--- src/rtl/game_score_counter_pkg.sv ---
// Shared definitions for the dino game score path: run-state encoding,
// score width, default saturation value and BCD digit geometry.
package game_score_counter_pkg;
  localparam int SCORE_W       = 14;
  localparam int MAX_SCORE_DEF = 9999;
  localparam int DIGIT_W       = 4;
  localparam int NUM_DIGITS    = 4;

  typedef enum logic [1:0] {
    ST_IDLE = 2'd0,
    ST_RUN  = 2'd1,
    ST_OVER = 2'd2
  } state_t;
endpackage

--- src/rtl/game_score_counter_bcd_digit.sv ---
// bcd_digit_counter: one decimal decade of the HUD score copy.
// Ports:
//   clk, rst   - clock, async active-high reset
//   clr        - synchronous clear to 0 (wins over inc)
//   inc        - advance this digit by one
//   digit      - registered BCD digit 0..9
//   carry      - combinational: digit is 9 and inc is high (rolls next decade)
module bcd_digit_counter
  import game_score_counter_pkg::*;
(
  input  logic               clk,
  input  logic               rst,
  input  logic               clr,
  input  logic               inc,
  output logic [DIGIT_W-1:0] digit,
  output logic               carry
);
  logic [DIGIT_W-1:0] r_digit;
  logic               w_at9;

  assign w_at9 = (r_digit == DIGIT_W'(9));
  assign carry = inc && w_at9;
  assign digit = r_digit;

  always_ff @(posedge clk or posedge rst) begin
    if (rst)       r_digit <= '0;
    else if (clr)  r_digit <= '0;
    else if (inc)  r_digit <= w_at9 ? '0 : r_digit + DIGIT_W'(1);
  end
endmodule

--- src/rtl/game_score_counter.sv ---
// game_score_counter: run-state FSM, tick prescaler, saturating binary score,
// session high score, milestone pulse and a 4-digit BCD copy of the score.
// Ports:
//   clk, rst    - clock, async active-high reset
//   start       - begin/restart a run (ignored while running)
//   crash       - end the current run (ignored unless running)
//   game_score  - current score, binary
//   high_score  - best final score since reset
//   score_bcd   - game_score as BCD, [15:12] = thousands
//   running     - high in RUN
//   game_over   - high in OVER
//   milestone   - one-cycle pulse when score reaches a nonzero multiple of MILESTONE
module game_score_counter
  import game_score_counter_pkg::*;
#(
  parameter int TICK_DIV  = 10_000_000,
  parameter int MAX_SCORE = MAX_SCORE_DEF,
  parameter int MILESTONE = 100
) (
  input  logic                          clk,
  input  logic                          rst,
  input  logic                          start,
  input  logic                          crash,
  output logic [SCORE_W-1:0]            game_score,
  output logic [SCORE_W-1:0]            high_score,
  output logic [NUM_DIGITS*DIGIT_W-1:0] score_bcd,
  output logic                          running,
  output logic                          game_over,
  output logic                          milestone
);
  localparam int PW = $clog2(TICK_DIV);
  localparam int MW = $clog2(MILESTONE + 1);

  state_t                             r_state;
  logic [PW-1:0]                      r_pre;
  logic [MW-1:0]                      r_ms_cnt;
  logic [SCORE_W-1:0]                 r_score, r_high;
  logic                               r_running, r_over, r_milestone;

  logic                               w_wrap, w_inc, w_clr;
  logic [NUM_DIGITS-1:0]              w_dinc, w_carry;
  logic [NUM_DIGITS-1:0][DIGIT_W-1:0] w_digit;
  logic                               w_unused;

  assign w_wrap = (r_pre == PW'(TICK_DIV - 1));
  // Crash on a wrap edge drops the tick; saturation gates the whole chain.
  assign w_inc  = (r_state == ST_RUN) && !crash && w_wrap &&
                  (r_score < SCORE_W'(MAX_SCORE));
  assign w_clr  = start && (r_state != ST_RUN);

  always_ff @(posedge clk or posedge rst) begin
    if (rst) begin
      r_state     <= ST_IDLE;
      r_pre       <= '0;
      r_score     <= '0;
      r_high      <= '0;
      r_ms_cnt    <= MW'(MILESTONE - 1);
      r_running   <= 1'b0;
      r_over      <= 1'b0;
      r_milestone <= 1'b0;
    end else begin
      r_milestone <= 1'b0;
      case (r_state)
        ST_IDLE, ST_OVER: begin
          if (start) begin
            r_state   <= ST_RUN;
            r_pre     <= '0;
            r_score   <= '0;
            r_ms_cnt  <= MW'(MILESTONE - 1);
            r_running <= 1'b1;
            r_over    <= 1'b0;
          end
        end
        ST_RUN: begin
          if (crash) begin
            r_state   <= ST_OVER;
            r_running <= 1'b0;
            r_over    <= 1'b1;
            if (r_score > r_high) r_high <= r_score;
          end else begin
            r_pre <= w_wrap ? '0 : r_pre + PW'(1);
            if (w_inc) begin
              r_score <= r_score + SCORE_W'(1);
              // Down-counter hits 0 on every MILESTONE-th increment since clear.
              if (r_ms_cnt == '0) begin
                r_milestone <= 1'b1;
                r_ms_cnt    <= MW'(MILESTONE - 1);
              end else begin
                r_ms_cnt <= r_ms_cnt - MW'(1);
              end
            end
          end
        end
        default: r_state <= ST_IDLE;
      endcase
    end
  end

  // Ripple chain: each decade advances when the one below rolls over.
  assign w_dinc = {w_carry[NUM_DIGITS-2:0], w_inc};
  // Top carry can never fire since the score saturates at or below 9999.
  assign w_unused = w_carry[NUM_DIGITS-1];

  for (genvar g = 0; g < NUM_DIGITS; g++) begin : g_dig
    bcd_digit_counter u_dig (
      .clk   (clk),
      .rst   (rst),
      .clr   (w_clr),
      .inc   (w_dinc[g]),
      .digit (w_digit[g]),
      .carry (w_carry[g])
    );
  end

  assign game_score = r_score;
  assign high_score = r_high;
  assign score_bcd  = w_digit;
  assign running    = r_running;
  assign game_over  = r_over;
  assign milestone  = r_milestone;
endmodule

--- config.mk ---
export PLATFORM = sky130hd
export DESIGN_NAME = game_score_counter
export DESIGN_NICKNAME = d
export VERILOG_FILES = /design/src/rtl/game_score_counter_pkg.sv /design/src/rtl/game_score_counter_bcd_digit.sv /design/src/rtl/game_score_counter.sv
export SDC_FILE = /design/constraint.sdc
export NUM_CORES = 1
export LEC_CHECK = 0
export ABC_AREA = 1
export CORE_UTILIZATION = 25
export CTS_CLUSTER_SIZE = 30
export DETAILED_ROUTE_END_ITERATION = 7
export PLACE_DENSITY = 0.41
export REMOVE_ABC_BUFFERS = 1
export SKIP_LAST_GASP = 1
export SYNTH_ARGS = -nofsm -noshare
export SYNTH_HDL_FRONTEND = slang
export SYNTH_HIERARCHICAL = 1
export SYNTH_SLANG_ARGS = --single-unit
--- constraint.sdc ---
create_clock -name clk -period 3.2 [get_ports clk]
set_clock_uncertainty 0.1 [all_clocks]
set_input_delay 0.48 -clock clk [delete_from_list [all_inputs] [get_ports clk]]
set_output_delay 0.48 -clock clk [all_outputs]
set_load 0.01 [all_outputs]
==> results by group, run 1 <==
Route
  • DRT Pass-1 Iters: 6
  • DRC errors left: 0
  • Post-DRT Antenna Nets: 0
  • Drt via density: 4.30
  • Final WL: 13,400 um
  • Drt wl/cell: 12.5 um
  • DR iter-0 viols: 292
  • Via Count: 4,607

Global routing
  • Met3 Track Usage GR: 3.39%
  • Largest net degree at the start of global routing: 65
  • Vias in the first global route: 4,518
  • Global Route met1 Usage: 17.6%
  • Total track usage: 13.7%
  • Met2 Usage GRT: 23.1%
  • GR Overflow Total: 0
  • Initial antenna violation count: 0
  • First-pass GRT wire length: 23,100 um
  • Global route hottest layer: met2

Critical path
  • Worst EP required: 3.38 ns
  • CP Launch Type: register
  • RR Startpoint: r_pre[0]
  • Depth of the most critical reg-to-reg path: 21
  • R2R Path End: g_dig[3].u_dig/digit[2]
  • Critical Path Sink Type: register
  • Reg2Reg Setup Slack: 0.40 ns
  • Critical path fanouts, max: 4
  • Critical path arrival: 2.98 ns
  • Critical Setup Path Class: reg2reg

Clocking
  • Hold_buf cts: 0
  • CTS clk-pin slew, worst paths: 0.07 ns
  • Post-cts sizing count: 0
  • Clock sinks: 80
  • H-tree depth: 3
  • Worst skew pair latency: 0.35 ns
  • Setup bufs post-CTS: 0
  • CTS Buf Count: 9
  • Longest Clk Path Bufs: 2
  • Clock Root Buffer: clkbuf_16
  • TritonCTS clock tree: built

Finish
  • Diode count: 0
  • Area delta synth->final: 23.9%
  • Layout cell share with drive strength beyond 1: 9.48%
  • Nets: 827
  • Post-route cell area: 0.00637 mm^2
  • Core Util, Final: 31.6%

STA
  • Post-route setup slack: 0.405 ns
  • Worst-margin pin slew: 0.507 ns
  • Final period util: 87.3%
  • Min Clock Period, post-route: 2.80 ns
  • Rel. slew slack: 66.1%
  • Setup_tns: 0 ns
  • Final Setup Violations: 0
  • F_max: 0.358 GHz
  • Min Hold Slack: 0.376 ns
  • Final Max Slew Viols: 0
  • Hold Fails Final Rpt: 0
  • Unrepaired setup endpoints after global routing: false

Yosys
  • Avg Inst Size Synth: 6.98 um^2
  • Post-synthesis cell area: 0.00514 mm^2
  • Total number of yosys warnings: 6
  • Mapped Cells: 737

Run
  • MaxCap Viol Count: 0

Placed design
  • PortBufs: 50
  • Detail Placement HPWL: 9790 um
  • Placed Area: 0.00601 mm^2
  • Placer Congestion: 0.767
  • Pre-CTS setup slack: 0.283 ns

Power and ir drop
  • Power Density: 529 mW/mm^2
  • Maximum vdd drop: 0.239 mV
  • Leakage: 3.04 nW

Worst hold path
  • Worst hold path class: in2async

Die
  • Vert. Die Dim: 145 um
  • Initial Utilization: 25.5%
  • Num rows: 52
  • Ports: 51
  • CORE AREA: 0.0202 mm^2
  • Die width: 145 um
  • Die area: 0.0211 mm^2

Outcome
  • Status: complete, no violations
==> through the flow <==
stage	std cells	power (mW)
finish	1072	3.37
global route	1072	3.59
CTS	1072	3.44
global placement	1056	2.12
detailed placement	1056	2.12
floorplan	723	1.76
==> metal layers <==
layer | share of wire, % | up-vias
met2 | 47 | 57
met4 | 0.96 | 0
met1 | 49 | 2108
li1 | - | 2432
met3 | 3.1 | 10
met5 | 0 | -
==> placed cells by master, fill, tap and decap left out <==
cell / instances
a21oi_1: 19
buf_12: 1
buf_4: 12
bufinv_16: 4
clkbuf_16: 9
clkdlybuf4s50_1: 50
clkinv_2: 1
clkinvlp_4: 1
dfrtp_1: 76
dfstp_2: 4
ha_1: 26
inv_1: 101
inv_2: 12
inv_6: 1
nand2_1: 210
nand2_2: 12
nand3_1: 89
nand3_2: 4
nand4_1: 11
nor2_1: 84
nor2_2: 11
nor2_4: 2
nor3_1: 10
o21a_1: 2
o21ai_0: 17
o21ai_1: 15
o21ai_2: 1
o21bai_1: 2
o22ai_1: 2
o41ai_2: 1
xnor2_1: 1
xor2_1: 11
==> layout make-up <==
class                      count  area (um^2)
fill                        2259        13800
multi-input combinational    530         2630
sequential                    80         2010
timing repair buffer          63          611
inverter                     113          424
tap                          270          338
clock buffer                   9          225
clock inverter                 7          141
==> worst max-delay path by stage <==
stage | from | to | slack [ns] | depth (start not counted)
6_report | r_pre[0] | g_dig[3].u_dig/digit[2] | 0.40 | 21
5_1_grt | r_pre[0] | g_dig[3].u_dig/digit[2] | 0.007 | 21
4_1_cts | r_pre[0] | g_dig[3].u_dig/digit[2] | 0.34 | 21
3_5_place_dp | crash | g_dig[3].u_dig/digit[2] | 0.28 | 18
3_3_place_gp | crash | g_dig[3].u_dig/digit[2] | 0.35 | 18
2_1_floorplan | r_pre[0] | g_dig[3].u_dig/digit[2] | 0.85 | 20
==> power by group <==
part | total [mW] | internal, mW | switching (mW)
Clock | 1.30 | 0.843 | 0.458
Sequential | 1.22 | 1.12 | 0.0987
Combinational | 0.851 | 0.290 | 0.562
Total | 3.37 | 2.26 | 1.12
==> state kept, by name (all words and copies together) (netlist names) <==
name,flops
g_dig.u_dig/digit,16
game_over,1
game_score,14
high_score,14
milestone,1
r_ms_cnt,7
r_pre,24
r_state,2
running,1
==> critical path, cell delays in order, from the launching register on <==
cell     delay [ns]
dfrtp_1        0.40
ha_1           0.20
nand2_1        0.08
inv_2          0.09
nand2_2        0.07
nor2_2         0.11
nand2_1        0.08
nor2_2         0.16
nand3_1        0.16
inv_1          0.12
inv_2          0.06
nor2_1         0.19
inv_2          0.08
nor2_1         0.17
inv_2          0.08
nor2_1         0.17
inv_2          0.07
nand2_2        0.10
nand2_1        0.05
nand2_1        0.05
nand2_1        0.05
nor2_1         0.09
Power figures use the tool's default switching activity.
==> inputs of run 2 (changes only) <==
--- a/config.mk
+++ b/config.mk
@@ -6,6 +6,7 @@
 export NUM_CORES = 1
 export LEC_CHECK = 0
 export ABC_AREA = 1
+export ABC_CLOCK_PERIOD_IN_PS = 3200
 export CORE_UTILIZATION = 25
 export CTS_CLUSTER_SIZE = 30
 export DETAILED_ROUTE_END_ITERATION = 7
==> results of run 2 <==
No change in the layout: final DEF, timing and power equal those of run 1.
==> variant 1: new RTL, settings of run 2 <==
The parameter `TICK_DIV` goes from 10_000_000 to 5_000_000.
--- a/src/rtl/game_score_counter.sv
+++ b/src/rtl/game_score_counter.sv
@@ -13,7 +13,7 @@
 module game_score_counter
   import game_score_counter_pkg::*;
 #(
-  parameter int TICK_DIV  = 10_000_000,
+  parameter int TICK_DIV  = 5_000_000,
   parameter int MAX_SCORE = MAX_SCORE_DEF,
   parameter int MILESTONE = 100
 ) (
Check against the original RTL: no difference found for any inputs over 10 cycles, from zero or initial values and one cycle with rst high; that may be too few to reach the edited logic, so the function may still have changed.
==> variant 1 against run 2 <==
  * Utilization grew 0.72 points
  * Design area is essentially flat
  * First-iteration DRC count grew 8.9%
  * Area after synthesis shrank 1.1%
  * Worst setup slack gained 44 ps
  * Routed wire length grew 5.2%
  * Critical endpoint unchanged
  * Sequential cell count shrank 1
  * Total power shrank 11%
  * Critical path type unchanged
==> variant 1: results (changes against run 2) <==
[sta]
worst_pin_slew_ps = 520  ; +13.0 ps
final-hold-violation-count = 0  ; unchanged
whs_ps = 378  ; +1.53 ps

[critical_path]
reg2regPathDepth = 19  ; -9.5%
r2r-start = game_score[0]
rrSetupSlack_ps = 450  ; +40 ps
critPathMaxFanout = 7  ; +3
crit_slowest_cell = dfrtp_1
arrival_ps = 2880  ; -100 ps
r2r-end = g_dig[3].u_dig/digit[2]
cp_top_family = simple AND/OR/NAND/NOR gates
cp-start-kind = flip-flop
worstSetupEndpointType = flip-flop
max_stage_delay_ps = 450  ; +50 ps

[floorplan]
core_um2 = 19700  ; -2.2%

[place]
dp_hpwl_um = 10700  ; +9.0%
dpl_cell_area_um2 = 6060  ; +0.90%
routabilityCongestion = 0.873  ; +14%
io_buffers = 50  ; unchanged

[cts]
clk_path_buf_depth = 2  ; unchanged
clock_latency_ps = 340
numCtsBuffers = 9  ; unchanged
htreeDepth = 3  ; unchanged
root_buffer = clkbuf_16
post_cts_buffers = 0  ; unchanged
cts-resized-gates = 0  ; unchanged
clk_pin_slew_ps = 60

[routing]
drt_iter0_markers = 318  ; +8.9%
via_per_inst = 4.49  ; +4.4%
wl_per_cell_um = 13.2  ; +5.9%
first_pass_iters = 4  ; -2

[pwr]
ir_drop_uv = 311  ; +30%
p_leak_uw = 0.00303  ; -0.41%
power_switching_uw = 1000  ; -10%

[min_path]
min_path_type = reg2reg

[run_status]
status = finished clean

[finish]
drive_gt1_share_pct = 10.8  ; +1.3 points
regMostFlops = r_pre
largest_register_ffs = 23  ; -4.2%
fin_nets = 825  ; -0.24%
insertedDiodeCount = 0  ; unchanged

[global_routing]
grt_pass1_vias = 4648  ; +2.9%
antenna_found_initial = 0  ; unchanged
grtUsageTotal_pct = 14.4  ; +0.66 points
grt_max_degree = 64  ; -1.5%
grt_pass1_wl_um = 23300  ; +0.45%

[synthesis]
yosysWarnings = 6  ; unchanged

[variant 1: how the worst min path moves through the flow]
stage / startpoint / endpoint / depth (start not counted)
floorplan: rst / g_dig[0].u_dig/digit[0] / 1
global placement: r_ms_cnt[6] / r_ms_cnt[6] / 2
detailed placement: r_ms_cnt[6] / r_ms_cnt[6] / 2
CTS: r_ms_cnt[1] / r_ms_cnt[1] / 2
global route: r_ms_cnt[5] / r_ms_cnt[5] / 2
finish: r_ms_cnt[1] / r_ms_cnt[1] / 2
[variant 1: power by group through the flow]
stage / clock network, uW / logic [uW] / registers (uW)
after floorplan: 0 / 491 / 1190
after global placement: 0 / 730 / 1210
after detailed placement: 0 / 739 / 1210
after CTS: 1140 / 743 / 1190
after global routing: 1160 / 835 / 1210
final: 1100 / 728 / 1190
[variant 1: final cells by class]
type	count	area, um2
Fill cell	2096	13300
Clock inverter	2	37.5
Timing Repair Buffer	77	716
Multi-Input combinational cell	525	2640
Sequential cell	79	1980
Inverter	103	388
Clock buffer	14	274
Tap cell	265	332
[variant 1: metrics by stage]
stage / power (uW) / worst slack, ps / utilization (%) / std cells
detailed placement: 1950 / 184 / 30.7 / 1049
CTS: 3070 / 417 / 32.3 / 1065
global route: 3200 / 72.3 / 32.3 / 1065
global placement: 1940 / 248 / 30.7 / 1049
floorplan: 1680 / 679 / - / 707
finish: 3020 / 449 / 32.3 / 1065
[variant 1: layer usage]
metal | track usage [%] | wire (um)
met1 | 18.7 | 6830
met2 | 23.8 | 6500
met3 | 3.21 | 517
met4 | 3.99 | 254
met5 | 0 | 0
[variant 1: worst min-delay path, stage by stage (launching register included)]
cell	delay (ps)
dfstp_2	370
nand2_1	60
nand2_1	50
==> variant 2: new RTL, flow settings as in run 2 <==
Made on the original files. Re-encode `state_t` (3 states) as one-hot, 3 bits wide.
--- a/src/rtl/game_score_counter_pkg.sv
+++ b/src/rtl/game_score_counter_pkg.sv
@@ -6,10 +6,10 @@
   localparam int DIGIT_W       = 4;
   localparam int NUM_DIGITS    = 4;
 
-  typedef enum logic [1:0] {
-    ST_IDLE = 2'd0,
-    ST_RUN  = 2'd1,
-    ST_OVER = 2'd2
+  typedef enum logic [2:0] {
+    ST_IDLE = 3'b001,
+    ST_RUN  = 3'b010,
+    ST_OVER = 3'b100
   } state_t;
 endpackage
 
Formal check against the unedited RTL: no difference found for any inputs over 10 cycles, from zero or initial values and one cycle with rst high; not proved beyond that.
==> variant 2 against run 2 <==
  * Total power is 0.89% lower
  * Worst setup slack gained 97 ps
  * Synthesized cell count down 1.8%
  * Non-clock buffer count is 2 lower
  * Area after synthesis rose by 1.6%
  * Routed wire length up 3.5%
  * Global-route usage about the same
  * Count of clock-buffer cells in the layout increased by 1
  * Design area increased by 1.1%
  * Sequential cell count increased by 1
  * Critical endpoint unchanged
==> variant 2: results (changes against run 2) <==
[run_status]
status = finished clean

[finish]
drive_gt1_share_pct = 11.8  ; +2.3 points
insertedDiodeCount = 0  ; unchanged
regMostFlops = r_pre
stdcell_count = 1057  ; -1.4%
fill_cells = 2139  ; -5.3%
fin_nets = 812  ; -1.8%
largest_register_ffs = 24  ; unchanged

[cts]
clk_path_buf_depth = 2  ; unchanged
clock_latency_ps = 350  ; about the same
root_buffer = clkbuf_16
clk_pin_slew_ps = 70  ; about the same
numCtsBuffers = 9  ; unchanged
htreeDepth = 3  ; unchanged
cts-resized-gates = 0  ; unchanged
post_cts_buffers = 0  ; unchanged

[global_routing]
grt_pass1_vias = 4768  ; +5.5%
grt_pass1_wl_um = 23500  ; +1.7%
antenna_found_initial = 0  ; unchanged
grt_max_degree = 66  ; +1.5%
grtUsageTotal_pct = 13.7  ; -0.015 points

[critical_path]
max_stage_delay_ps = 460  ; +60 ps
crit_slowest_cell = dfrtp_1
critPathMaxFanout = 7  ; +3
arrival_ps = 2840  ; -140 ps

[min_path]
min_path_type = reg2reg

[place]
routabilityCongestion = 0.832  ; +8.4%
dp_hpwl_um = 10000  ; +2.3%
dpl_cell_area_um2 = 6060  ; +0.96%
dp.cells = 1041  ; -1.4%
io_buffers = 50  ; unchanged

[routing]
wl_per_cell_um = 13.1  ; +5.0%
drt_iter0_markers = 251  ; -14%
via_per_inst = 4.46  ; +3.7%
first_pass_iters = 4  ; -2

[synthesis]
syn-instance-count = 724  ; -1.8%
yosysWarnings = 6  ; unchanged

[pwr]
ir_drop_uv = 324  ; +36%
p_leak_uw = 0.00302  ; -0.70%

[sta]
worst_pin_slew_ps = 520  ; +12.9 ps

-- variant 2: worst max-delay path: cells and delay by family (launching register included) --
kind	cells	cell delay (ps)
simple gates	12	1330
fa+ha+maj	1	280
flops	1	460
buf+inv	6	420
-- variant 2: final timing paths --
check	startpoint	end	slack (ps)	cells after the start
max in group asynchronous	rst	r_ms_cnt[0]	2010	3
min in group asynchronous	rst	g_dig[2].u_dig/digit[1]	440	2
worst max-delay path	game_score[0]	g_dig[3].u_dig/digit[2]	500	19
worst max register to register	game_score[0]	g_dig[3].u_dig/digit[2]	500	19
worst min-delay path	r_ms_cnt[1]	r_ms_cnt[1]	380	2
worst min register to register	r_ms_cnt[1]	r_ms_cnt[1]	380	2
-- variant 2: metal layers --
| metal | vias up | GRT usage (%) | wire (um) |
|---|---|---|---|
| met2 | 70 | 23.0 | 6520 |
| met3 | 12 | 2.69 | 466 |
| met1 | 2209 | 17.6 | 6680 |
| li1 | 2420 | - | - |
| met5 | - | 0 | 0 |
| met4 | 0 | 4.74 | 204 |
-- variant 2: final cells by class --
type	count	area, um2	share of cell area [%]
multi-input cells	527	2720	42.2
inverters	102	383	5.94
clock buffers	10	239	3.71
repair buffers	61	596	9.25
flip-flops and latches	81	2030	31.6
well taps	270	338	5.24
clock inverters	6	138	2.14
-- variant 2: metrics by stage --
step / hold WS, ps / setup WS, ps
4_1_cts: 386 / 475
5_1_grt: 402 / 119
3_3_place_gp: 363 / 203
2_1_floorplan: 146 / 358
6_report: 382 / 502
3_5_place_dp: 372 / 164
-- variant 2: power by group --
part / switching (uW) / internal, uW
Clock: 451 / 867
Sequential: 57.6 / 1120
Combinational: 635 / 214
